### config.mk
export PLATFORM = sky130hd
export DESIGN_NAME = quad_encoder_emulator_flat
export DESIGN_NICKNAME = d
export VERILOG_FILES = /design/src/rtl/quad_encoder_emulator_pkg.sv /design/src/rtl/quad_encoder_emulator_if.sv /design/src/rtl/quad_encoder_emulator_edge_timer.sv /design/src/rtl/quad_encoder_emulator.sv /design/src/flat_wrapper.sv
export SDC_FILE = /design/constraint.sdc
export NUM_CORES = 1
export LEC_CHECK = 0
export ABC_AREA = 1
export BUFFER_PORTS_ARGS = -buffer_cell sky130_fd_sc_hd__clkbuf_2
export CAP_MARGIN = 20
export CORE_ASPECT_RATIO = 0.9
export CORE_MARGIN = 3
export CORE_UTILIZATION = 30
export DETAILED_ROUTE_END_ITERATION = 12
export GPL_TIMING_DRIVEN = 0
export PLACE_DENSITY_LB_ADDON = 0.12
export SLEW_MARGIN = 20
export SYNTH_ARGS = -nofsm -noshare
export SYNTH_HDL_FRONTEND = slang
export SYNTH_HIERARCHICAL = 1
export SYNTH_SLANG_ARGS = --single-unit
### constraint.sdc
create_clock -name clk -period 3.7 [get_ports clk]
set_clock_uncertainty 0.15 [all_clocks]
set_input_delay 0.185 -clock clk [delete_from_list [all_inputs] [get_ports clk]]
set_output_delay 0.185 -clock clk [all_outputs]
set_load 0.1 [all_outputs]
### src/rtl/quad_encoder_emulator_pkg.sv
// quad_pkg: types and helpers shared by the quadrature encoder emulator and
// any decoder-side checks.
//   phase_t    : 2-bit Gray phase, bit 1 = a, bit 0 = b
//   state_t    : emulator control states
//   FWD        : direction code for forward motion (a leads b)
//   next_phase : next Gray phase for one quadrature edge in a given direction
package quad_pkg;

    typedef logic [1:0] phase_t;

    typedef enum logic [1:0] {
        IDLE = 2'd0,
        RUN  = 2'd1,
        DONE = 2'd2
    } state_t;

    localparam logic FWD = 1'b1;

    // Forward walks 00->10->11->01, reverse walks the same ring backwards.
    function automatic phase_t next_phase(input phase_t ph, input logic dir);
        phase_t n;
        if (dir == FWD) begin
            case (ph)
                2'b00:   n = 2'b10;
                2'b10:   n = 2'b11;
                2'b11:   n = 2'b01;
                default: n = 2'b00;
            endcase
        end else begin
            case (ph)
                2'b00:   n = 2'b01;
                2'b01:   n = 2'b11;
                2'b11:   n = 2'b10;
                default: n = 2'b00;
            endcase
        end
        return n;
    endfunction

endpackage

### src/rtl/quad_encoder_emulator_if.sv
// Command channel of the quadrature encoder emulator.
//   cmd_valid/cmd_ready : handshake, transfer when both high
//   cmd_steps           : number of quadrature edges to emit
//   cmd_dir             : 1 = forward, 0 = reverse
//   cmd_period          : clocks between edges (0 behaves as 1)
//   abort               : stop the running or just-accepted command
// master = command source, slave = emulator.
interface quad_encoder_emulator_if #(
    parameter int STEP_W = 16,
    parameter int PER_W  = 16
);
    logic              cmd_valid;
    logic              cmd_ready;
    logic [STEP_W-1:0] cmd_steps;
    logic              cmd_dir;
    logic [PER_W-1:0]  cmd_period;
    logic              abort;

    modport master (
        output cmd_valid, cmd_steps, cmd_dir, cmd_period, abort,
        input  cmd_ready
    );

    modport slave (
        input  cmd_valid, cmd_steps, cmd_dir, cmd_period, abort,
        output cmd_ready
    );
endinterface

### src/rtl/quad_encoder_emulator_edge_timer.sv
// quad_edge_timer: reloadable down-counter that paces quadrature edges.
//   clk, reset : clock, async active-low reset
//   clr        : synchronous clear to 0
//   load       : load load_val (takes priority over counting)
//   load_val   : value loaded on load
//   en         : count down; on expiry reload from period
//   period     : reload value after each expiry
//   tick       : one-cycle pulse in the cycle the count expires
module quad_edge_timer #(
    parameter int PER_W = 16
) (
    input  logic             clk,
    input  logic             reset,
    input  logic             clr,
    input  logic             load,
    input  logic [PER_W-1:0] load_val,
    input  logic             en,
    input  logic [PER_W-1:0] period,
    output logic             tick
);
    logic [PER_W-1:0] cnt;

    // Expiry is the cycle holding 1, so a reload of P gives a tick every P clocks.
    assign tick = en && (cnt == PER_W'(1));

    always_ff @(posedge clk or negedge reset) begin
        if (!reset)     cnt <= '0;
        else if (clr)   cnt <= '0;
        else if (load)  cnt <= load_val;
        else if (en)    cnt <= tick ? period : cnt - PER_W'(1);
    end
endmodule

### src/rtl/quad_encoder_emulator.sv
// quad_encoder_emulator: turns step commands into registered, Gray-coded
// quadrature a/b waveforms and tracks a signed position.
//   clk, reset : clock, async active-low reset
//   cmd        : command channel (slave side)
//   a, b       : quadrature outputs, straight from the phase flops
//   busy       : command running
//   done       : one-cycle pulse at completion or abort
//   position   : two's-complement edge count, +1 forward / -1 reverse, wraps
module quad_encoder_emulator
    import quad_pkg::*;
#(
    parameter int STEP_W = 16,
    parameter int PER_W  = 16,
    parameter int POS_W  = 24
) (
    input  logic                     clk,
    input  logic                     reset,
    quad_encoder_emulator_if.slave   cmd,
    output logic                     a,
    output logic                     b,
    output logic                     busy,
    output logic                     done,
    output logic [POS_W-1:0]         position
);
    state_t            state, state_nx;
    phase_t            phase;
    logic              dir_q;
    logic [PER_W-1:0]  per_q;
    logic [STEP_W-1:0] rem;
    logic [POS_W-1:0]  pos_q;

    logic              accept;
    logic [PER_W-1:0]  per_eff;
    logic [PER_W-1:0]  first_load;
    logic              first_now;
    logic              tick;
    logic              emit;
    logic              emit_dir;

    assign accept  = cmd.cmd_valid && (state == IDLE);
    assign per_eff = (cmd.cmd_period == '0) ? PER_W'(1) : cmd.cmd_period;

    // Edges are registered, so the edge visible at T+k*P is committed one
    // clock earlier. The first countdown is therefore P-1 long; with P=1 the
    // first edge has to be committed in the accept cycle itself.
    assign first_load = (per_eff == PER_W'(1)) ? PER_W'(1) : per_eff - PER_W'(1);
    assign first_now  = accept && !cmd.abort && (cmd.cmd_steps != '0) &&
                        (per_eff == PER_W'(1));

    quad_edge_timer #(.PER_W(PER_W)) u_timer (
        .clk      (clk),
        .reset    (reset),
        .clr      (state == DONE),
        .load     (accept),
        .load_val (first_load),
        .en       ((state == RUN) && (rem != '0)),
        .period   (per_q),
        .tick     (tick)
    );

    assign emit     = first_now || tick;
    assign emit_dir = (state == IDLE) ? cmd.cmd_dir : dir_q;

    always_comb begin
        state_nx      = state;
        cmd.cmd_ready = 1'b0;
        busy          = 1'b0;
        done          = 1'b0;
        case (state)
            IDLE: begin
                cmd.cmd_ready = 1'b1;
                if (accept)
                    state_nx = (cmd.abort || (cmd.cmd_steps == '0)) ? DONE : RUN;
            end
            RUN: begin
                busy = 1'b1;
                // rem reaches 0 in the cycle the last edge becomes visible.
                if (cmd.abort || (rem == '0)) state_nx = DONE;
            end
            DONE: begin
                done     = 1'b1;
                state_nx = IDLE;
            end
            default: state_nx = IDLE;
        endcase
    end

    always_ff @(posedge clk or negedge reset) begin
        if (!reset) begin
            state <= IDLE;
            phase <= 2'b00;
            dir_q <= FWD;
            per_q <= PER_W'(1);
            rem   <= '0;
            pos_q <= '0;
        end else begin
            state <= state_nx;
            if (accept) begin
                dir_q <= cmd.cmd_dir;
                per_q <= per_eff;
                rem   <= cmd.cmd_steps - STEP_W'(first_now);
            end else if (state == DONE) begin
                rem <= '0;
            end else if (tick) begin
                rem <= rem - STEP_W'(1);
            end
            if (emit) begin
                phase <= next_phase(phase, emit_dir);
                pos_q <= pos_q + ((emit_dir == FWD) ? POS_W'(1) : {POS_W{1'b1}});
            end
        end
    end

    assign a        = phase[1];
    assign b        = phase[0];
    assign position = pos_q;
endmodule
### src/flat_wrapper.sv
// flat-port wrapper written by rule: the top's interface ports become plain ports
module quad_encoder_emulator_flat import quad_pkg::*;
#(
    parameter int STEP_W = 16,
    parameter int PER_W  = 16,
    parameter int POS_W  = 24
)
  (clk, reset, a, b, busy, done, position, cmd_cmd_valid, cmd_cmd_steps, cmd_cmd_dir, cmd_cmd_period, cmd_abort, cmd_cmd_ready);
  quad_encoder_emulator_if #(.STEP_W(STEP_W), .PER_W(PER_W)) cmd_i ();
  input  logic clk;
  input  logic reset;
  output logic a;
  output logic b;
  output logic busy;
  output logic done;
  output logic [POS_W-1:0] position;
  input wire logic [$bits(cmd_i.cmd_valid)-1:0] cmd_cmd_valid;
  input wire logic [$bits(cmd_i.cmd_steps)-1:0] cmd_cmd_steps;
  input wire logic [$bits(cmd_i.cmd_dir)-1:0] cmd_cmd_dir;
  input wire logic [$bits(cmd_i.cmd_period)-1:0] cmd_cmd_period;
  input wire logic [$bits(cmd_i.abort)-1:0] cmd_abort;
  output wire logic [$bits(cmd_i.cmd_ready)-1:0] cmd_cmd_ready;
  assign cmd_i.cmd_valid = cmd_cmd_valid;
  assign cmd_i.cmd_steps = cmd_cmd_steps;
  assign cmd_i.cmd_dir = cmd_cmd_dir;
  assign cmd_i.cmd_period = cmd_cmd_period;
  assign cmd_i.abort = cmd_abort;
  assign cmd_cmd_ready = cmd_i.cmd_ready;
  quad_encoder_emulator #(.STEP_W(STEP_W), .PER_W(PER_W), .POS_W(POS_W)) u_core (.clk(clk), .reset(reset), .cmd(cmd_i), .a(a), .b(b), .busy(busy), .done(done), .position(position));
endmodule
* Yosys cells after proc, flatten, opt, wreduce, memory -nomap -nowiden
Cells that the tools add are included.
** Cells by class
- Add/subtract/negate cells :: 5
- $mul :: 0
- Div/mod/pow operators :: 0
- $lt $le $gt $ge :: 0
- Equal/unequal tests :: 9
- Shifts and indexed selects :: 0
- Mux-type cells :: 21
- Bitwise logic cells :: 0
- Reduce and logical (&&, ||, !) cells :: 20
** Operator list (count)
- 16-bit 2-to-1 mux :: 9
- 16-bit zero test :: 3
- 16-bit by 1-bit subtractor with 16-bit output (second input constant) :: 3
- 16-bit by 1-bit == test with 1-bit output (second input constant) :: 2
- 16-bit nonzero test :: 2
- 24-bit adder :: 1
- 24-bit 2-to-1 mux :: 1
- 16-bit by 1-bit subtractor with 16-bit output :: 1
- 2-bit one-hot mux with 3 select lines :: 2
- 2-bit 2-to-1 mux :: 4
- 2-bit == test (second input constant) :: 3
- 1-bit logical AND :: 6
- 3-bit nonzero test :: 2
- 2-bit by 1-bit == test with 1-bit output (second input constant) :: 2
- 2-bit zero test :: 2
- 1-bit 2-to-1 mux :: 4
- 2-bit one-hot mux with 2 select lines :: 1
- 1-bit logical OR :: 3
- 2-bit by 1-bit != test with 1-bit output (second input constant) :: 1
- 2-bit != test (second input constant) :: 1
- 2-bit AND reduction :: 1
- 1-bit zero test :: 1
** Storage, ports and cells
- Flip-flop bits (word level) :: 77
- Bits in latches :: 0
- Memory bits (writable) :: 0
- ROM bits :: 0
- Input bits :: 37
- Output and inout bits :: 29
- Memories :: 0

* Longest topological paths before layout
Gate-level depths: netlist (run 1).
- Word-level depth :: 7
- Depth in mapped cells :: 20
- Depth with buffers taken out :: 20

* Cells and area by module
Netlist (run 1), hierarchy kept.
** Modules (own cells, without submodules)
- quad_encoder_emulator :: times used 1, cells each 854, area each 5315.1 µm², seq. area each 1529.0 µm²
- quad_edge_timer :: times used 1, cells each 270, area each 1546.5 µm², seq. area each 400.4 µm²

* Worst setup path before layout (run 1)
Ideal clock, no wire load.
- Path kind :: flip-flop to flip-flop
- From :: reg u_core.state[0]
- To :: reg u_core.pos_q[11], in the netlist u_core/position[11]
- Library setup time :: 120 ps
- Data arrival time :: 3167 ps
- Slack :: 263 ps
- Cell stages (with the launch flop) :: 12
- Buffers on the path :: 0
- Path through :: dfrtp_1 > nor2_2 > nand2_1 > nand2_1 > ha_1 > nand3_1 > nand3_1 > nand3_1 > nand3_1 > or2_2 > nand3_1 > nand2_1
** On the way
- Longest elaborated chain between the ends :: 6
- Elaborated cells on any way between the ends :: 12
- Classes of those cells :: add/sub: 1; eq/ne: 1; mux: 2; reduce/logical: 8
** Ends and longest elaborated chain
- start, declared :: RTL line quad_encoder_emulator.sv:25 : state_t state, state_nx;
- start signal, assigned :: RTL line quad_encoder_emulator.sv:97 : state <= state_nx;
- parallel branches: the longest is 6 deep, another holds 24-bit adder
- end signal, assigned :: RTL line quad_encoder_emulator.sv:109 : pos_q <= pos_q + ((emit_dir == FWD) ? POS_W'(1) : {POS_W{1'b1}});
- end, declared :: RTL line quad_encoder_emulator.sv:30 : logic [POS_W-1:0] pos_q;
Parallel ways; which one is timed is not known.
A chain may end at the register's enable or synchronous reset.

* Final worst setup path (run 1)
- From :: in cmd_cmd_period[13]
- To :: reg u_core.rem[12]
** On the way
- Longest elaborated chain between the ends :: 6
** Ends and longest elaborated chain
- start, declared :: RTL line flat_wrapper.sv:20 : input wire logic [$bits(cmd_i.cmd_period)-1:0] cmd_cmd_period;
- 16-bit zero test :: RTL line quad_encoder_emulator.sv:41 : assign per_eff = (cmd.cmd_period == '0) ? PER_W'(1) : cmd.cmd_period;
- 16-bit 2-to-1 mux :: RTL line quad_encoder_emulator.sv:41
- via u_core.per_eff[0] :: RTL line quad_encoder_emulator.sv:33 : logic [PER_W-1:0] per_eff;
- 16-bit by 1-bit == test with 1-bit output :: RTL line quad_encoder_emulator.sv:48 : (per_eff == PER_W'(1));
- 1-bit logical AND :: RTL line quad_encoder_emulator.sv:47 : assign first_now = accept && !cmd.abort && (cmd.cmd_steps != '0) &&
- 16-bit by 1-bit subtractor with 16-bit output :: RTL line quad_encoder_emulator.sv:101 : rem <= cmd.cmd_steps - STEP_W'(first_now);
- 16-bit 2-to-1 mux :: RTL line quad_encoder_emulator.sv:98 : if (accept) begin
- end signal, assigned :: RTL line quad_encoder_emulator.sv:101
- end signal, assigned :: RTL line quad_encoder_emulator.sv:105 : rem <= rem - STEP_W'(1);
- end, declared :: RTL line quad_encoder_emulator.sv:29 : logic [STEP_W-1:0] rem;
The timed path passes the listed nets, and every way through them passes these cells.

==> impl_results.md, run 1 <==
* Setup tns final at 0 ps
* Worst-path maximum fanout at 4
* Hold path cells at 3
* Placed inst area at 7560 sq um
* CP Class: primary input to flip-flop
* Vias per inst at 4.58
* CTS Sinks at 77
* Core Area at 22,100 sq um
* Top_reg_cell synth: dfrtp_1
* DP Wirelength at 16.1 mm
* GR peak layer: met2
* Total Power at 0.00638 W
* M1 GR Usage at 0.249
* Mapped Nets at 1,192
* Crit. End Element: flip-flop
* Number of synthesized flops with an enable pin at 0
* Least-Margin Pin Slew at 1050 ps
* Worst hold path type: primary input to flip-flop
* TritonRoute pass-1 iters at 5
* Insertion delay to the later sink of the worst-skew pair at 350 ps
* CTS buffer count at 9
* Outcome: completed
* Post-DRT Antenna Nets at 0
* Ranking of synthesized cells by area: dfrtp_1 (27%), nand2_1 (22%), inv_1 (8.9%), nor2_1 (7.6%), nand3_1 (7.1%)
* Power Density at 794 nW/um^2
* Initial antenna violation count at 0
* Cell accounting for the most synthesized area: dfrtp_1
* Mapped Area at 6860 sq um
* Synthesized instance count at 1,124
* GRT overflow at 0
* Mean post-synth cell area at 6.10 sq um
* Area growth from synthesis to layout at 17.1%
* Post-synth top area share at 0.274
* GR Util met2 at 0.273
* Htree depth at 3
* Antenna Cells at 0
* Max VDD drop at 0.290 mV
* Drt total wl at 20.2 mm
* Cells after DPL at 1,480
* Yosys reg bits at 77
* Final period utilization at 0.933
* Final setup fails at 0
* Max-Cap Viols at 0
* Global-route wire length before repair at 34.0 mm
* Pins Over Slew Limit at 0
* CTS tree: done
* Flop pwr share at 0.223
* Vias at 6,917
* Endpoints failing hold at 0
* Slew Limit Headroom at 0.297
* # rows at 51
* Largest net degree at the start of global routing at 78
* Startpoint Class: primary input
* Root Driver: clkbuf_16
* Gr usage total at 0.172
* Fmax at 0.290 GHz
* Clock-pin slew on the worst setup and hold paths at 60 ps
* # DRC at 0
* Final Critical Period at 3450 ps
* First DRT Iteration DRCs at 369
* Vias in the first global route at 6,613
* Buffer depth of the longest clock path at 2
* Port bufs at 65
* Sequential area share after synthesis at 0.281
* Die Area at 24,700 sq um
* Psw at 0.00334 W
* Worst EP arrival at 3530 ps
* Synth Warn # at 6
* Internal power at 0.00304 W
* Post-Layout Cell Count at 1,511
* GP Congestion at 0.890
* Die width at 165 microns
* Net switching fraction of the power at 0.524
* Yosys cell types at 40
* IO Pins at 66
* Initial Util at 0.311
* Post-route core utilization at 0.364
* Grt met3 use at 0.0263
* Worst Reg-to-Reg Cells at 16
* Chip height at 149 microns
* RSZ-0062 raised after global routing: false
* Logic pwr share at 0.622
* Layout cells sized above 1 at 0.113
* Cell area after layout at 8040 sq um
* Final Net Count at 1,283
* Clock Power Share at 0.155
* Routed wire per std cell at 13.4 microns
* Async S/R FF share, synth at 1.00
* CP required at 3770 ps
* Static Leak at 4.27 nW
repair_timing:
| action | in CTS | in global routing |
|---|---|---|
| gates resized for setup | 0 | 1 |
| hold buffers | 14 | 0 |
| buffers inserted | 0 | 1 |
| setup endpoints to repair | 0 | 5 |
| endpoints found under the hold margin | 88 | 0 |
kinds of logic (layout without fill, tap and decap cells):
kind of cell | Yosys count | in the layout | share of synthesized area
xor+xnor | 26 | 26 | 0.0332
compound gates | 101 | 101 | 0.0828
simple gates | 704 | 704 | 0.434
flops | 77 | 77 | 0.281
buf+inv | 185 | 281 | 0.111
fa+ha+maj | 31 | 31 | 0.0576
through the flow:
stage / hold WS [ps] / setup slack, ps
5_1_grt: 44.8 / 8.88
3_3_place_gp: 288 / 264
4_1_cts: 4.82 / 108
6_report: 19.5 / 247
2_1_floorplan: -261 / 263
3_5_place_dp: 120 / 263
power groups by stage:
| stage | clock (W) | sequential [W] | combinational, W |
|---|---|---|---|
| after floorplan | 0 | 0.00160 | 0.00288 |
| after global routing | 0.00106 | 0.00147 | 0.00457 |
| after CTS | 0.00103 | 0.00142 | 0.00400 |
| after global placement | 0 | 0.00143 | 0.00397 |
| after detailed placement | 0 | 0.00143 | 0.00397 |
| final | 0.000991 | 0.00142 | 0.00397 |
final cells by class:
type / instances / area (sq um)
Buffer: 20 / 143
Tap cell: 291 / 364
Clock inverter: 5 / 83.8
Clock buffer: 11 / 243
Inverter: 165 / 622
Fill cell: 2459 / 14000
Multi-Input combinational cell: 862 / 4170
Sequential cell: 77 / 1930
Timing Repair Buffer: 80 / 482
layer usage:
layer,wire length [microns],share of wire
met1,10400,0.52
met2,8850,0.44
met3,688,0.034
met4,209,0.010
met5,0,0
final timing paths:
kind / startpoint / to / slack (ps)
worst max-delay path: cmd_cmd_period[13] / u_core/rem[12] / 250
worst min-delay path: cmd_cmd_period[12] / u_core/per_q[12] / 20
worst max register to register: u_core/state[1] / u_core/position[19] / 430
worst min register to register: u_core/per_q[13] / u_core/per_q[13] / 340
max in group asynchronous: reset / u_core/per_q[3] / 2650
min in group asynchronous: reset / u_core/position[9] / 270
worst max-delay path: stages:
cell and delay, ps:
dlygate4sd3_1 530, clkbuf_2 130, nor2_1 200, nand4_1 210, nand3b_1 250, nand2_1 120, ha_1 170, nand3_2 100
nor2_4 190, nand3_2 130, inv_1 120, ha_1 210, ha_1 160, nand2_1 110, inv_1 100, nand2_1 70
o21ai_0 320, nand2_1 90, nand2_1 60, o21ai_0 70
state kept, by name, summed over array words and instances (netlist names):
name	flops
u_core/rem	16
u_core/u_timer/cnt	16
u_core/state	2
u_core/position	24
u_core/phase	2
u_core/per_q	16
u_core/dir_q	1
synth_stat cells (6+ instances only):
master and n:
nand3b_1 11, nand4_1 13, o21bai_1 6, o21ai_2 9, nor3_1 9, buf_6 6
inv_1 163, a21oi_1 31, nand3_1 97, dfrtp_1 75, nor2_2 11, nor2_1 139
xnor2_1 12, xor2_1 14, ha_1 30, o21ai_0 43, nand2_1 401, buf_2 6
cells in the final DEF (no fill, tap or decap), drive strengths merged:
cell	count
bufinv	2
nand2	408
buf	16
nand3	101
fa	1
nand3b	11
nor4	2
clkinvlp	2
o21bai	6
and3	1
inv	165
nor3	9
or2	3
nor2	153
and2	3
clkinv	1
a22oi	1
dlygate4sd3	14
xnor2	12
clkbuf	81
o22ai	3
xor2	14
nand4	13
o21ai	55
dfrtp	75
o211ai	1
a31oi	4
dfstp	2
a21oi	31
ha	30
Note: power is estimated with default switching activity, not from simulation.
==> run 2, diff against run 1 <==
- ABC_AREA: 1 -> not set
- CTS_CLUSTER_DIAMETER: not set -> 30
==> run 2 against run 1 <==
Against the previous run: critical path depth shrank 4; sequential power shrank 8%; synthesized cell count shrank 35%; cell count shrank 28%; register-to-register slack lost 200 ps; synthesized area shrank 14%; sequential share of layout area grew 2.2 points; final area shrank 8.5%; combinational power shrank 36%; wire length shrank 7.0%; first-iteration DRC count grew 3.3%; count of clock-buffer cells in the layout grew 2.
==> impl_results.md, run 2 <==
* Outcome: completed (unchanged)
* Mean post-synth cell area at 8.04 sq um (was 6.10 sq um)
* GR peak layer: met2 (unchanged)
* Post-DRT Antenna Nets at 0 (unchanged)
* Global-route wire length before repair at 30.8 mm (was 34.0 mm)
* Cell accounting for the most synthesized area: dfrtp_1 (unchanged)
* Synth Warn # at 6 (unchanged)
* Cell family with most CP delay: simple AND/OR/NAND/NOR gates (unchanged)
* Antenna Cells at 0 (unchanged)
* Sequential area share after synthesis at 0.329 (was 0.281)
* CP Cell Sequence: clkbuf_2 -> or4_4 -> nor4_4 -> a31oi_4 -> inv_2 -> ha_4 -> nand4_4 -> nor3_2 -> ha_2 -> or3b_4 -> or2_4 -> or4_4 -> xor2_2 -> nor2_1 -> mux2i_1 -> o21ai_1 (was dlygate4sd3_1 -> clkbuf_2 -> nor2_1 -> nand4_1 -> nand3b_1 -> nand2_1 -> ha_1 -> nand3_2 -> nor2_4 -> nand3_2 -> inv_1 -> ha_1 -> ha_1 -> nand2_1 -> inv_1 -> nand2_1 -> o21ai_0 -> nand2_1 -> nand2_1 -> o21ai_0)
* Yosys reg bits at 77 (unchanged)
* Buffer depth of the longest clock path at 2 (unchanged)
* Final Net Count at 902 (was 1,283)
* Gr usage total at 0.176 (was 0.172)
* Most common cell on crit path: or4_4 (was nand2_1)
* GRT overflow at 0 (unchanged)
* # DRC at 0 (unchanged)
* Mapped Nets at 798 (was 1,192)
* RSZ-0062 raised after global routing: true (was false)
* Multi-input gate area at 3940 sq um (was 4170 sq um)
* GR Util met2 at 0.274 (was 0.273)
* Pins Over Slew Limit at 0 (unchanged)
* Endpoints failing hold at 0 (unchanged)
* Crit-path max cell delay at 600 ps (was 530 ps)
* Die width at 153 microns (was 165 microns)
* Final Critical Period at 3620 ps (was 3450 ps)
* Ranking of synthesized cells by area: dfrtp_1 (32%), nand2_1 (7.3%), ha_1 (6.4%), a21oi_1 (5.6%), xnor2_1 (4.9%) (was dfrtp_1 (27%), nand2_1 (22%), inv_1 (8.9%), nor2_1 (7.6%), nand3_1 (7.1%))
* M1 GR Usage at 0.253 (was 0.249)
* Slew Limit Headroom at 0.449 (was 0.297)
* Vias at 5,773 (was 6,917)
* Fill cell count at 1,954 (was 2,459)
* Fmax at 0.276 GHz (was 0.290 GHz)
* Area growth from synthesis to layout at 25.3% (was 17.1%)
* CP max stage cell: or4_4 (was dlygate4sd3_1)
* Synthesized instance count at 730 (was 1,124)
* Worst hold path type: primary input to flip-flop (unchanged)
* Layout cells sized above 1 at 0.200 (was 0.113)
* Largest net degree at the start of global routing at 78 (unchanged)
* Worst Reg-to-Reg Cells at 16 (unchanged)
* TritonRoute pass-1 iters at 5 (unchanged)
* Final worst setup slack at 82.9 ps (was 247 ps)
* GP Congestion at 0.889 (was 0.890)
* Power Density at 657 nW/um^2 (was 794 nW/um^2)
* Number of synthesized flops with an enable pin at 0 (unchanged)
* Final setup fails at 0 (unchanged)
* Synth top cells by count: nand2_1 (114), dfrtp_1 (75), nor2_1 (73) (was nand2_1 (401), inv_1 (163), nor2_1 (139))
* Most common cell in the netlist: nand2_1 (unchanged)
* Drt total wl at 18.8 mm (was 20.2 mm)
* CP Class: primary input to flip-flop (unchanged)
* Crit path buf inv count at 2 (was 4)
* CP required at 3770 ps (about the same)
* Async S/R FF share, synth at 1.00 (unchanged)
* Chip height at 139 microns (was 149 microns)
* Worst hold slack at 8.66 ps (was 19.5 ps)
* CTS tree: done (unchanged)
* # rows at 47 (was 51)
* Initial Util at 0.312 (was 0.311)
* Static Leak at 3.18 nW (was 4.27 nW)
* Initial antenna violation count at 0 (unchanged)
* Worst EP arrival at 3690 ps (was 3530 ps)
* Top_reg_cell synth: dfrtp_1 (unchanged)
* Htree depth at 3 (unchanged)
* First DRT Iteration DRCs at 381 (was 369)
* Routed wire per std cell at 17.3 microns (was 13.4 microns)
* CTS buffer count at 9 (unchanged)
* Most frequent cells in the layout: nand2_1 (114), dfrtp_1 (75), nor2_1 (69) (was nand2_1 (401), inv_1 (163), nor2_1 (138))
* Grt met3 use at 0.0287 (was 0.0263)
* Max-Cap Viols at 0 (unchanged)
* Final period utilization at 0.978 (was 0.933)
* CTS Sinks at 77 (unchanged)
* Core Area at 18,800 sq um (was 22,100 sq um)
* Pre-CTS WS at -877 ps (was 263 ps)
* Die Area at 21,300 sq um (was 24,700 sq um)
* FF/Latch Area at 1930 sq um (unchanged)
* Clock-pin slew on the worst setup and hold paths at 60 ps (about the same)
* WP depth at 16 (was 20)
* Worst-path maximum fanout at 6 (was 4)
* Startpoint Class: primary input (unchanged)
* Mapped Area at 5870 sq um (was 6860 sq um)
* Crit. End Element: flip-flop (unchanged)
* Max VDD drop at 0.253 mV (was 0.290 mV)
* Max reg flops at 24 (unchanged)
* Root Driver: clkbuf_16 (unchanged)
* Vias per inst at 5.33 (was 4.58)
* Hold path cells at 3 (unchanged)
* Vias in the first global route at 5,697 (was 6,613)
* Port bufs at 65 (unchanged)
* Post-synth top area share at 0.320 (was 0.274)
* DP Wirelength at 13.5 mm (was 16.1 mm)
* Insertion delay to the later sink of the worst-skew pair at 350 ps (about the same)
* Least-Margin Pin Slew at 820 ps (was 1050 ps)
* IO Pins at 66 (unchanged)
* Yosys cell types at 77 (was 40)
* Commonest non-fill, non-tap cell in the layout: nand2_1 (unchanged)
[run 2: changes by cell type after synthesis, moves of 15 or more]
cell,change
a21oi_1,+35
clkbuf_1,+18
inv_1,-137
nand2_1,-287
nand3_1,-87
nor2_1,-66
nor3_1,+15
xnor2_1,+21
[run 2: final timing paths]
check / end / slack, ps / start
min reg2reg: u_core/per_q[13] / 330 / u_core/per_q[13]
max: u_core/rem[9] / 80 / cmd_cmd_period[6]
min: u_core/per_q[11] / 9 / cmd_cmd_period[11]
max in group asynchronous: u_core/rem[9] / 2640 / reset
max reg2reg: u_core/position[1] / 230 / u_core/rem[0]
min in group asynchronous: u_core/per_q[14] / 310 / reset
[run 2: area by class of cell]
cell class                 instances  share of cell area
sequential                        77               0.262
buffer                            29              0.0221
multi-input combinational        595               0.535
inverter                          27              0.0138
tap                              245              0.0417
clock buffer                      13              0.0367
timing repair buffer              95              0.0823
clock inverter                     3             0.00578
[run 2: layer usage]
layer  up-vias  wire length [microns]
met2       152                   8310
met1      2774                   9280
met5         -                      0
met4         0                    324
met3        24                    851
li1       2823                      -
[run 2: tightest hold or removal path: stages]
cell and delay, ps:
clkbuf_2 150, nand2_1 90, nand2_1 40
[run 2: logic make-up after synthesis]
| logic type | count (synthesis) | synth area share |
|---|---|---|
| AO/OA/AOI/OAI | 201 | 0.220 |
| XOR/XNOR | 54 | 0.0806 |
| adder cells (fa/ha/maj) | 31 | 0.0673 |
| buffers and inverters | 58 | 0.0430 |
| flip-flops | 77 | 0.329 |
| multiplexers | 6 | 0.0113 |
| AND/OR/NAND/NOR | 303 | 0.249 |
[run 2: what timing repair did]
item	CTS	global route
setup buffers	3	13
endpoints found under the setup margin	57	54
hold endpoints to repair	87	0
gates resized for setup	19	19
hold buffers	13	0
pin swaps	4	8
[run 2: through the flow]
stage	utilization	power (W)	cell area, sq um	setup TNS [ps]	cells
finish	0.391	0.00483	7350	0	1084
floorplan	-	0.00322	6000	-239	730
global route	0.391	0.00519	7350	-103	1084
global placement	0.353	0.00375	6640	-34880	1040
detailed placement	0.354	0.00379	6660	-34750	1041
CTS	0.382	0.00481	7190	0	1072
[run 2: where the power goes]
group	total [W]	switching (W)	leakage, nW	internal [W]
clock network	0.000959	0.000381	0.152	0.000578
registers	0.00131	0.000251	0.894	0.00106
logic	0.00256	0.00161	2.13	0.000953
total	0.00483	0.00224	3.18	0.00259
==> run 3, diff against run 2 <==
- CORE_MARGIN: 3 -> 10
==> run 3 against run 2 <==
Against the previous run: cell count is 0.37% higher; final area is 0.10% higher; non-clock buffer count is 1 lower; first-iteration DRC count is 25% higher; hold slack better by 16 ps; wire length is 2.2% higher; sequential cell count stayed put; clock power is 2.1% higher; die area is 20% higher; sequential power hardly changed.
==> impl_results.md, run 3 (same netlist as run 2, synthesis figures left out) <==
* Outcome: completed (unchanged)
* Post-Layout Cell Count at 1,088 (was 1,084)
* Total Power at 0.00489 W (was 0.00483 W)
* # rows at 48 (was 47)
* Pins Over Slew Limit at 0 (unchanged)
* Critical path origin: cmd_cmd_period[12] (was cmd_cmd_period[6])
* Initial antenna violation count at 0 (unchanged)
* Htree depth at 3 (unchanged)
* CP Cell Sequence: clkbuf_2 -> or4_4 -> nor4_4 -> a31oi_2 -> inv_2 -> ha_4 -> nand4_4 -> nor3_2 -> ha_2 -> or3b_4 -> or2_4 -> or4_4 -> xor2_2 -> nor2_1 -> mux2i_1 -> o21ai_1 (was clkbuf_2 -> or4_4 -> nor4_4 -> a31oi_4 -> inv_2 -> ha_4 -> nand4_4 -> nor3_2 -> ha_2 -> or3b_4 -> or2_4 -> or4_4 -> xor2_2 -> nor2_1 -> mux2i_1 -> o21ai_1)
* Reg2Reg Capture Point: u_core/rem[9] (was u_core/position[1])
* Die Area at 25,600 sq um (was 21,300 sq um)
* Crit-path max cell delay at 570 ps (was 600 ps)
* Die width at 167 microns (was 153 microns)
* Most frequent cells in the layout: nand2_1 (114), dfrtp_1 (75), clkbuf_2 (70) (was nand2_1 (114), dfrtp_1 (75), nor2_1 (69))
* CP max stage cell: or4_4 (unchanged)
* GP Congestion at 0.922 (was 0.889)
* Root Driver: clkbuf_16 (unchanged)
* Gr usage total at 0.148 (was 0.176)
* Clock-pin slew on the worst setup and hold paths at 70 ps (was 60 ps)
* Drt total wl at 19.2 mm (was 18.8 mm)
* IO Pins at 66 (unchanged)
* Max-Cap Viols at 0 (unchanged)
* R2R setup slack at 200 ps (was 230 ps)
* Final period utilization at 0.971 (was 0.978)
* Antenna Cells at 0 (unchanged)
* CTS tree: done (unchanged)
* Crit path buf inv count at 2 (unchanged)
* Crit path capture: u_core/rem[9] (unchanged)
* Final worst setup slack at 107 ps (was 82.9 ps)
* # DRC at 0 (unchanged)
* Cell family with most CP delay: simple AND/OR/NAND/NOR gates (unchanged)
* Worst EP arrival at 3660 ps (was 3690 ps)
* Max VDD drop at 0.319 mV (was 0.253 mV)
* CP Class: primary input to flip-flop (unchanged)
* Commonest non-fill, non-tap cell in the layout: nand2_1 (unchanged)
* Worst-path maximum fanout at 6 (unchanged)
* Final setup fails at 0 (unchanged)
* CTS buffer count at 9 (unchanged)
* Vias per inst at 5.40 (was 5.33)
* Crit. End Element: flip-flop (unchanged)
* Worst hold path type: primary input to flip-flop (unchanged)
* Startpoint Class: primary input (unchanged)
* Largest net degree at the start of global routing at 78 (unchanged)
* Endpoints failing hold at 0 (unchanged)
* Buffer depth of the longest clock path at 2 (unchanged)
* Area growth from synthesis to layout at 25.4% (was 25.3%)
* Fmax at 0.278 GHz (was 0.276 GHz)
* Power Density at 664 nW/um^2 (was 657 nW/um^2)
* Post-route core utilization at 0.383 (was 0.391)
* Final Critical Period at 3590 ps (was 3620 ps)
* RR Startpoint: u_core/state[1] (was u_core/rem[0])
* Cells after DPL at 1,046 (was 1,041)
* Insertion delay to the later sink of the worst-skew pair at 350 ps (about the same)
* Core Area at 19,200 sq um (was 18,800 sq um)
* Initial Util at 0.305 (was 0.312)
* Chip height at 153 microns (was 139 microns)
* TritonRoute pass-1 iters at 6 (was 5)
* Worst hold slack at 24.6 ps (was 8.66 ps)
* CP required at 3770 ps (about the same)
* Max reg flops at 24 (unchanged)
* Vias in the first global route at 5,866 (was 5,697)
* Slew Limit Headroom at 0.402 (was 0.449)
* Final Net Count at 901 (was 902)
* Worst Reg-to-Reg Cells at 14 (was 16)
* Post-DRT Antenna Nets at 0 (unchanged)
* Most common cell on crit path: or4_4 (unchanged)
* CTS Sinks at 77 (unchanged)
* GRT overflow at 0 (unchanged)
* Global-route wire length before repair at 31.6 mm (was 30.8 mm)
* Static Leak at 3.17 nW (was 3.18 nW)
* Layout cells sized above 1 at 0.202 (was 0.200)
* WP depth at 16 (unchanged)
* DP Wirelength at 13.9 mm (was 13.5 mm)
* Port bufs at 65 (unchanged)
* Routed wire per std cell at 17.6 microns (was 17.3 microns)
* Vias at 5,878 (was 5,773)
* First DRT Iteration DRCs at 477 (was 381)
* Pre-CTS WS at -1010 ps (was -877 ps)
* Least-Margin Pin Slew at 893 ps (was 820 ps)
[run 3: layer usage]
| metal | global-route usage | vias to the layer above | routed length [microns] |
|---|---|---|---|
| li1 | - | 2832 | - |
| met1 | 0.196 | 2832 | 8990 |
| met2 | 0.236 | 185 | 8830 |
| met3 | 0.0286 | 29 | 948 |
| met4 | 0.0464 | 0 | 401 |
| met5 | 0 | - | 0 |
[run 3: what timing repair did]
action	4_1_cts	5_1_grt
hold buffers	15	0
endpoints found under the hold margin	89	0
pin swaps	6	5
setup buffers	5	8
setup endpoints to repair	58	53
gates resized for setup	23	14
[run 3: worst min-delay path by stage]
stage | from | endpoint | slack, ps | depth (start not counted)
floorplan | reset | u_core/per_q[10] | -260 | 0
global placement | cmd_cmd_dir | u_core/dir_q | 260 | 3
detailed placement | reset | u_core/rem[3] | 140 | 1
CTS | cmd_cmd_period[10] | u_core/per_q[10] | 10 | 3
global route | cmd_cmd_period[11] | u_core/per_q[11] | 30 | 3
finish | cmd_cmd_period[11] | u_core/per_q[11] | 20 | 3
[run 3: tightest hold or removal path, cell delays in order]
cell,delay [ps]
clkbuf_2,160
nand2_1,80
nand2_1,50
[run 3: layout make-up]
cell class	instances	area (sq um)
buffer	29	163
clock buffer	10	229
clock inverter	6	86.3
fill	1987	11900
inverter	27	101
multi-input combinational	595	3930
sequential	77	1930
tap	250	313
timing repair buffer	94	609
[run 3: where the power goes]
part	internal (W)	total, W	switching (W)
combinational	0.000966	0.00259	0.00163
clock	0.000592	0.000979	0.000387
sequential	0.00106	0.00131	0.000253
[run 3: through the flow]
stage / cell area, sq um / TNS (ps)
CTS: 7270 / 0
finish: 7360 / 0
floorplan: 6000 / -239
global route: 7360 / -11.1
detailed placement: 6680 / -40660
global placement: 6640 / -36600
